`src/rtl/fetch_sequencer_if.sv`:
```
// Signal bundle between the fetch sequencer, its control sources, the
// instruction memory and decode.
interface fetch_sequencer_if;
  logic        start;
  logic        halt;
  logic        redirect_valid;
  logic [31:0] redirect_pc;
  logic        imem_req;
  logic [31:0] imem_addr;
  logic [31:0] imem_rdata;
  logic        inst_valid;
  logic        inst_ready;
  logic [31:0] inst;
  logic [31:0] inst_pc;
  logic        fault;

  modport master (
    input  start, halt, redirect_valid, redirect_pc, imem_rdata, inst_ready,
    output imem_req, imem_addr, inst_valid, inst, inst_pc, fault
  );

  modport slave (
    output start, halt, redirect_valid, redirect_pc, imem_rdata, inst_ready,
    input  imem_req, imem_addr, inst_valid, inst, inst_pc, fault
  );
endinterface

```
`src/rtl/fetch_sequencer.sv`:
```
// Instruction-fetch controller: credit-limited word fetch into a 2-entry queue
// feeding decode over valid/ready, with redirect, halt and range-fault handling.
module fetch_sequencer #(
  parameter logic [31:0] RESET_PC  = 32'h0000_0000,
  parameter int unsigned MEM_WORDS = 21
) (
  input logic               clk,
  input logic               rst_n,
  fetch_sequencer_if.master bus
);

  typedef enum logic [1:0] {
    ST_IDLE   = 2'd0,
    ST_RUN    = 2'd1,
    ST_HALTED = 2'd2
  } state_e;

  localparam logic [31:0] ADDR_LIMIT = 32'(4 * MEM_WORDS);

  state_e      state_q, state_d;
  logic [31:0] pc_q, pc_d;
  logic        fault_q, fault_d;
  logic        inflight_q, inflight_d;
  logic [31:0] inflight_pc_q, inflight_pc_d;
  logic [1:0]  count_q, count_d;
  logic [31:0] head_inst_q, head_inst_d;
  logic [31:0] head_pc_q, head_pc_d;
  logic [31:0] tail_inst_q, tail_inst_d;
  logic [31:0] tail_pc_q, tail_pc_d;

  logic        pop;
  logic        try_issue;
  logic        addr_bad;
  logic        issue;
  logic [31:0] cand_addr;
  logic [2:0]  committed;

  // Slots already spoken for once this cycle's pop is accounted for.
  always_comb begin
    pop       = (count_q != 2'd0) && bus.inst_ready;
    cand_addr = bus.redirect_valid ? bus.redirect_pc : pc_q;
    committed = 3'(count_q) + 3'(inflight_q) - 3'(pop);
    try_issue = (state_q == ST_RUN) && !bus.halt &&
                (bus.redirect_valid || (committed < 3'd2));
    addr_bad  = (cand_addr >= ADDR_LIMIT) || (cand_addr[1:0] != 2'b00);
    issue     = try_issue && !addr_bad;
  end

  always_comb begin
    state_d       = state_q;
    pc_d          = pc_q;
    fault_d       = fault_q;
    inflight_d    = issue;
    inflight_pc_d = cand_addr;

    if (bus.redirect_valid) begin
      pc_d = bus.redirect_pc;
    end
    if (issue) begin
      pc_d = cand_addr + 32'd4;
    end
    if (try_issue && addr_bad) begin
      fault_d = 1'b1;
    end

    case (state_q)
      ST_IDLE:   if (bus.start) state_d = ST_RUN;
      ST_RUN:    if (bus.halt) state_d = ST_HALTED;
      ST_HALTED: if (bus.start && !fault_q) state_d = ST_RUN;
      default:   state_d = ST_IDLE;
    endcase
    if (fault_d) begin
      state_d = ST_HALTED;
    end
  end

  // The returning word is dropped on redirect; otherwise it joins the tail
  // after any pop, so the queue shifts toward the head.
  always_comb begin
    count_d     = count_q;
    head_inst_d = head_inst_q;
    head_pc_d   = head_pc_q;
    tail_inst_d = tail_inst_q;
    tail_pc_d   = tail_pc_q;

    if (bus.redirect_valid) begin
      count_d = 2'd0;
    end else begin
      case ({inflight_q, pop})
        2'b10: begin
          if (count_q == 2'd0) begin
            head_inst_d = bus.imem_rdata;
            head_pc_d   = inflight_pc_q;
          end else begin
            tail_inst_d = bus.imem_rdata;
            tail_pc_d   = inflight_pc_q;
          end
          count_d = count_q + 2'd1;
        end
        2'b01: begin
          head_inst_d = tail_inst_q;
          head_pc_d   = tail_pc_q;
          count_d     = count_q - 2'd1;
        end
        2'b11: begin
          if (count_q == 2'd2) begin
            head_inst_d = tail_inst_q;
            head_pc_d   = tail_pc_q;
            tail_inst_d = bus.imem_rdata;
            tail_pc_d   = inflight_pc_q;
          end else begin
            head_inst_d = bus.imem_rdata;
            head_pc_d   = inflight_pc_q;
          end
        end
        default: begin
        end
      endcase
    end
  end

  always_ff @(posedge clk or negedge rst_n) begin
    if (!rst_n) begin
      state_q       <= ST_IDLE;
      pc_q          <= RESET_PC;
      fault_q       <= 1'b0;
      inflight_q    <= 1'b0;
      inflight_pc_q <= 32'd0;
      count_q       <= 2'd0;
      head_inst_q   <= 32'd0;
      head_pc_q     <= 32'd0;
      tail_inst_q   <= 32'd0;
      tail_pc_q     <= 32'd0;
    end else begin
      state_q       <= state_d;
      pc_q          <= pc_d;
      fault_q       <= fault_d;
      inflight_q    <= inflight_d;
      inflight_pc_q <= inflight_pc_d;
      count_q       <= count_d;
      head_inst_q   <= head_inst_d;
      head_pc_q     <= head_pc_d;
      tail_inst_q   <= tail_inst_d;
      tail_pc_q     <= tail_pc_d;
    end
  end

  assign bus.imem_req   = issue;
  assign bus.imem_addr  = cand_addr;
  assign bus.inst_valid = (count_q != 2'd0);
  assign bus.inst       = head_inst_q;
  assign bus.inst_pc    = head_pc_q;
  assign bus.fault      = fault_q;

endmodule

```
`src/flat_wrapper.sv`:
```
// flat-port wrapper written by rule: the top's interface ports become plain ports
module fetch_sequencer_flat 
#(
  parameter logic [31:0] RESET_PC  = 32'h0000_0000,
  parameter int unsigned MEM_WORDS = 21
)
  (clk, rst_n, bus_start, bus_halt, bus_redirect_valid, bus_redirect_pc, bus_imem_rdata, bus_inst_ready, bus_imem_req, bus_imem_addr, bus_inst_valid, bus_inst, bus_inst_pc, bus_fault);
  fetch_sequencer_if bus_i ();
  input logic clk;
  input logic rst_n;
  input wire logic [$bits(bus_i.start)-1:0] bus_start;
  input wire logic [$bits(bus_i.halt)-1:0] bus_halt;
  input wire logic [$bits(bus_i.redirect_valid)-1:0] bus_redirect_valid;
  input wire logic [$bits(bus_i.redirect_pc)-1:0] bus_redirect_pc;
  input wire logic [$bits(bus_i.imem_rdata)-1:0] bus_imem_rdata;
  input wire logic [$bits(bus_i.inst_ready)-1:0] bus_inst_ready;
  output wire logic [$bits(bus_i.imem_req)-1:0] bus_imem_req;
  output wire logic [$bits(bus_i.imem_addr)-1:0] bus_imem_addr;
  output wire logic [$bits(bus_i.inst_valid)-1:0] bus_inst_valid;
  output wire logic [$bits(bus_i.inst)-1:0] bus_inst;
  output wire logic [$bits(bus_i.inst_pc)-1:0] bus_inst_pc;
  output wire logic [$bits(bus_i.fault)-1:0] bus_fault;
  assign bus_i.start = bus_start;
  assign bus_i.halt = bus_halt;
  assign bus_i.redirect_valid = bus_redirect_valid;
  assign bus_i.redirect_pc = bus_redirect_pc;
  assign bus_i.imem_rdata = bus_imem_rdata;
  assign bus_i.inst_ready = bus_inst_ready;
  assign bus_imem_req = bus_i.imem_req;
  assign bus_imem_addr = bus_i.imem_addr;
  assign bus_inst_valid = bus_i.inst_valid;
  assign bus_inst = bus_i.inst;
  assign bus_inst_pc = bus_i.inst_pc;
  assign bus_fault = bus_i.fault;
  fetch_sequencer #(.RESET_PC(RESET_PC), .MEM_WORDS(MEM_WORDS)) u_core (.clk(clk), .rst_n(rst_n), .bus(bus_i));
endmodule
```
`config.mk`:
```
export PLATFORM = sky130hd
export DESIGN_NAME = fetch_sequencer_flat
export DESIGN_NICKNAME = d
export VERILOG_FILES = /design/src/rtl/fetch_sequencer_if.sv /design/src/rtl/fetch_sequencer.sv /design/src/flat_wrapper.sv
export SDC_FILE = /design/constraint.sdc
export NUM_CORES = 1
export LEC_CHECK = 0
export BUFFER_PORTS_ARGS = -buffer_cell sky130_fd_sc_hd__buf_4
export CELL_PAD_IN_SITES_DETAIL_PLACEMENT = 1
export CELL_PAD_IN_SITES_GLOBAL_PLACEMENT = 1
export CORE_UTILIZATION = 40
export CTS_CLUSTER_DIAMETER = 40
export CTS_CLUSTER_SIZE = 12
export DETAILED_ROUTE_END_ITERATION = 10
export GPL_TIMING_DRIVEN = 0
export PLACE_DENSITY_LB_ADDON = 0.1
export SETUP_SLACK_MARGIN = 0.4
export SLEW_MARGIN = 30
export SYNTH_ARGS = -nofsm -noshare
export SYNTH_HDL_FRONTEND = slang
export SYNTH_SLANG_ARGS = --single-unit
```
`constraint.sdc`:
```
create_clock -name clk -period 5.15 [get_ports clk]
set_clock_uncertainty 0.1 [all_clocks]
set_input_delay 0.2575 -clock clk [delete_from_list [all_inputs] [get_ports clk]]
set_output_delay 0.2575 -clock clk [all_outputs]
set_load 0.01 [all_outputs]
```
==> impl_results.md <==
* Status: finished clean
* Cell Pwr Density at 436 nW/um2
* Crit-path max FO at 4
* EDFF count, synth at 0
* Cells after Synth at 635
* Final setup margin at 1.47 ns
* WL final at 22800 um
* Share of cells above drive strength 1 at 38.0%
* Vias in the first global route at 6662
* Synth warn at 0
* Dpl hpwl at 16300 um
* Sink Count at 196
* # nets final at 959
* DR vias at 6001
* Clk_lat worst skew at 0.43 ns
* VDD IR-drop max at 253 uV
* Unrepaired setup endpoints after global routing: false
* CP max-delay cell: dlygate4sd3_1
* WL/cell at 19.7 um
* N_diodes at 0
* Post-CTS Hold Fix Bufs at 58
* H-tree level count at 4
* Ys async rst share at 100%
* Clk pin slew, worst setup/hold paths at 0.07 ns
* DIE WIDTH at 144 um
* Die ar. at 20800 um2
* Total CTS buffers at 17
* PortBufs at 167
* Final Hold Fails at 0
* Req. time, crit path at 5.36 ns
* Setup crit start kind: flop
* FF+latch count, synth at 196
* Hold Crit Class: primary input to flop
* Root Driver: clkbuf_16
* Initial core utilization at 41.1%
* First-pass GRT wire length at 35800 um
* Gr ovfl total at 0
* Post-CTS setup buffer count at 0
* DIE HEIGHT at 144 um
* Synth-to-Final Area Change at 34.9%
* Final setup violation count at 0
* GRT Overall Usage at 23.1%
* Via density at 5.18
* IO Pins at 169
* Tcrit/Tclk final at 71.5%
* Worst path max stage delay at 0.57 ns
* Routed Antenna Nets at 0
* Drt pass-1 iters at 4
* Quantity of gates resized following cts at 0
* Pins Over Slew Limit at 0
* Cell Area, Synth at 8080 um2
* Commonest non-fill, non-tap cell in the layout: dfrtp_1
* Avg Inst Size Synth at 12.7 um2
* Most frequent cells in the layout: 196 x dfrtp_1, 169 x buf_4, 117 x mux2_2
* Least-Margin Pin Slew at 0.777 ns
* Worst EP arrival at 3.89 ns
* P_leak at 5.14 nW
* Setup Crit Path Kind: flop to flop
* Setup TNS at 0 ns
* Synth Net Count at 713
* Initial antenna violation count at 0
* Max-Cap Viols at 0
* # DRC at 0
* Tmin final at 3.68 ns
* CTS tree: done
* Crit path capture type: flop
* Core footprint at 19700 um2
* WP buf/inv at 4
* # rows at 51
* Fmax achieved at 0.272 GHz
* Largest net degree at the start of global routing at 78
* Most frequent CP cell: inv_1
* Worst-path cell chain: inv_1 -> nand2_1 -> nand2_1 -> inv_1 -> ha_1 -> nor2_1 -> fa_1 -> xnor2_1 -> nor2_1 -> o21ai_0 -> inv_1 -> a21oi_1 -> o311ai_1 -> dlygate4sd3_1
* Maximum clock path buffer count at 2
* Rel. slew slack at 47.2%
* Top FF cell, synth: dfrtp_1
* Setup WS pre-CTS at 1.58 ns
* Yosys cell types at 37
* Largest delay share family, worst path: buffers and inverters
* Gpl congestion at 0.796
* Number of DRC markers in iteration 0 at 232
* Post-synthesis sequential area ratio at 60.7%
## final cells by class
class | count | area, um2
buffer | 43 | 185
clock buffer | 19 | 453
clock inverter | 13 | 133
fill | 2095 | 8750
inverter | 12 | 45.0
multi-input combinational | 384 | 2950
sequential | 196 | 4900
tap | 265 | 332
timing repair buffer | 227 | 1900
## cells in the mapped netlist, drive strengths merged, types with 2 or more instances
cell type / n / share of area (%)
nand4: 2 / 0.15
nor2: 72 / 3.4
a22oi: 64 / 5.9
clkbuf: 23 / 1.1
nand2: 9 / 0.42
nor4: 10 / 0.85
nor3b: 2 / 0.19
dfrtp: 196 / 61
ha: 7 / 1.1
xnor2: 4 / 0.43
inv: 12 / 0.56
o21ai: 4 / 0.25
or4: 2 / 0.19
nand3: 3 / 0.19
mux2i: 4 / 0.50
a21oi: 68 / 4.2
xor2: 2 / 0.22
mux2: 120 / 17
buf: 20 / 1.2
## report_power, final
| part | internal, W | total [W] | switching [W] |
|---|---|---|---|
| Clock | 0.000675 | 0.00133 | 0.000654 |
| Sequential | 0.00187 | 0.00207 | 0.000199 |
| Combinational | 0.000670 | 0.00136 | 0.000692 |
## state kept, by name (all words and copies together), names as in the netlist
| register | flops |
|---|---|
| u_core.bus.inst | 32 |
| u_core.bus.inst_pc | 32 |
| u_core.pc_q | 32 |
| u_core.tail_inst_q | 32 |
| u_core.tail_pc_q | 32 |
| u_core.inflight_pc_q | 30 |
| u_core.count_q | 2 |
| u_core.state_q | 2 |
| u_core.bus.fault | 1 |
| u_core.inflight_q | 1 |
## metrics by stage
stage	hold WS (ns)	util (%)	total power, W	std cells	area, um2
4_1_cts	0.00414	55.5	0.00479	1159	10900
5_1_grt	0.0100	55.5	0.00501	1159	10900
2_1_floorplan	-0.138	-	0.00267	635	8080
3_5_place_dp	0.0860	49.5	0.00343	1069	9740
3_3_place_gp	0.363	49.2	0.00335	1067	9670
6_report	0.0215	55.5	0.00476	1159	10900
## routing by layer
metal	part of all wire [%]	global-route usage, %	vias up
li1	-	-	2757
met1	42	28.0	3077
met2	52	41.4	146
met3	4.1	3.68	21
met4	1.6	8.14	0
met5	0	0	-
## cells by family after synthesis
| group | count (synthesis) | synth area share [%] |
|---|---|---|
| AO/OA/AOI/OAI | 143 | 11.6 |
| XOR/XNOR | 6 | 0.650 |
| adder cells (fa/ha/maj) | 8 | 1.33 |
| buffers and inverters | 55 | 2.85 |
| flip-flops | 196 | 60.7 |
| multiplexers | 124 | 17.3 |
| AND/OR/NAND/NOR | 103 | 5.61 |
## path summary, 6_finish.rpt
check | from | endpoint | slack [ns] | cells after the start
max reg2reg | u_core.count_q[1] | u_core.state_q[1] | 1.47 | 14
min | bus_redirect_pc[29] | u_core.pc_q[29] | 0.02 | 2
max | u_core.count_q[1] | u_core.state_q[1] | 1.47 | 14
min reg2reg | u_core.tail_pc_q[29] | u_core.tail_pc_q[29] | 0.41 | 1
min in group asynchronous | rst_n | u_core.bus.inst[24] | 0.22 | 2
max in group asynchronous | rst_n | u_core.tail_pc_q[25] | 4.02 | 3
No activity file was read; power rests on OpenSTA's default activity.
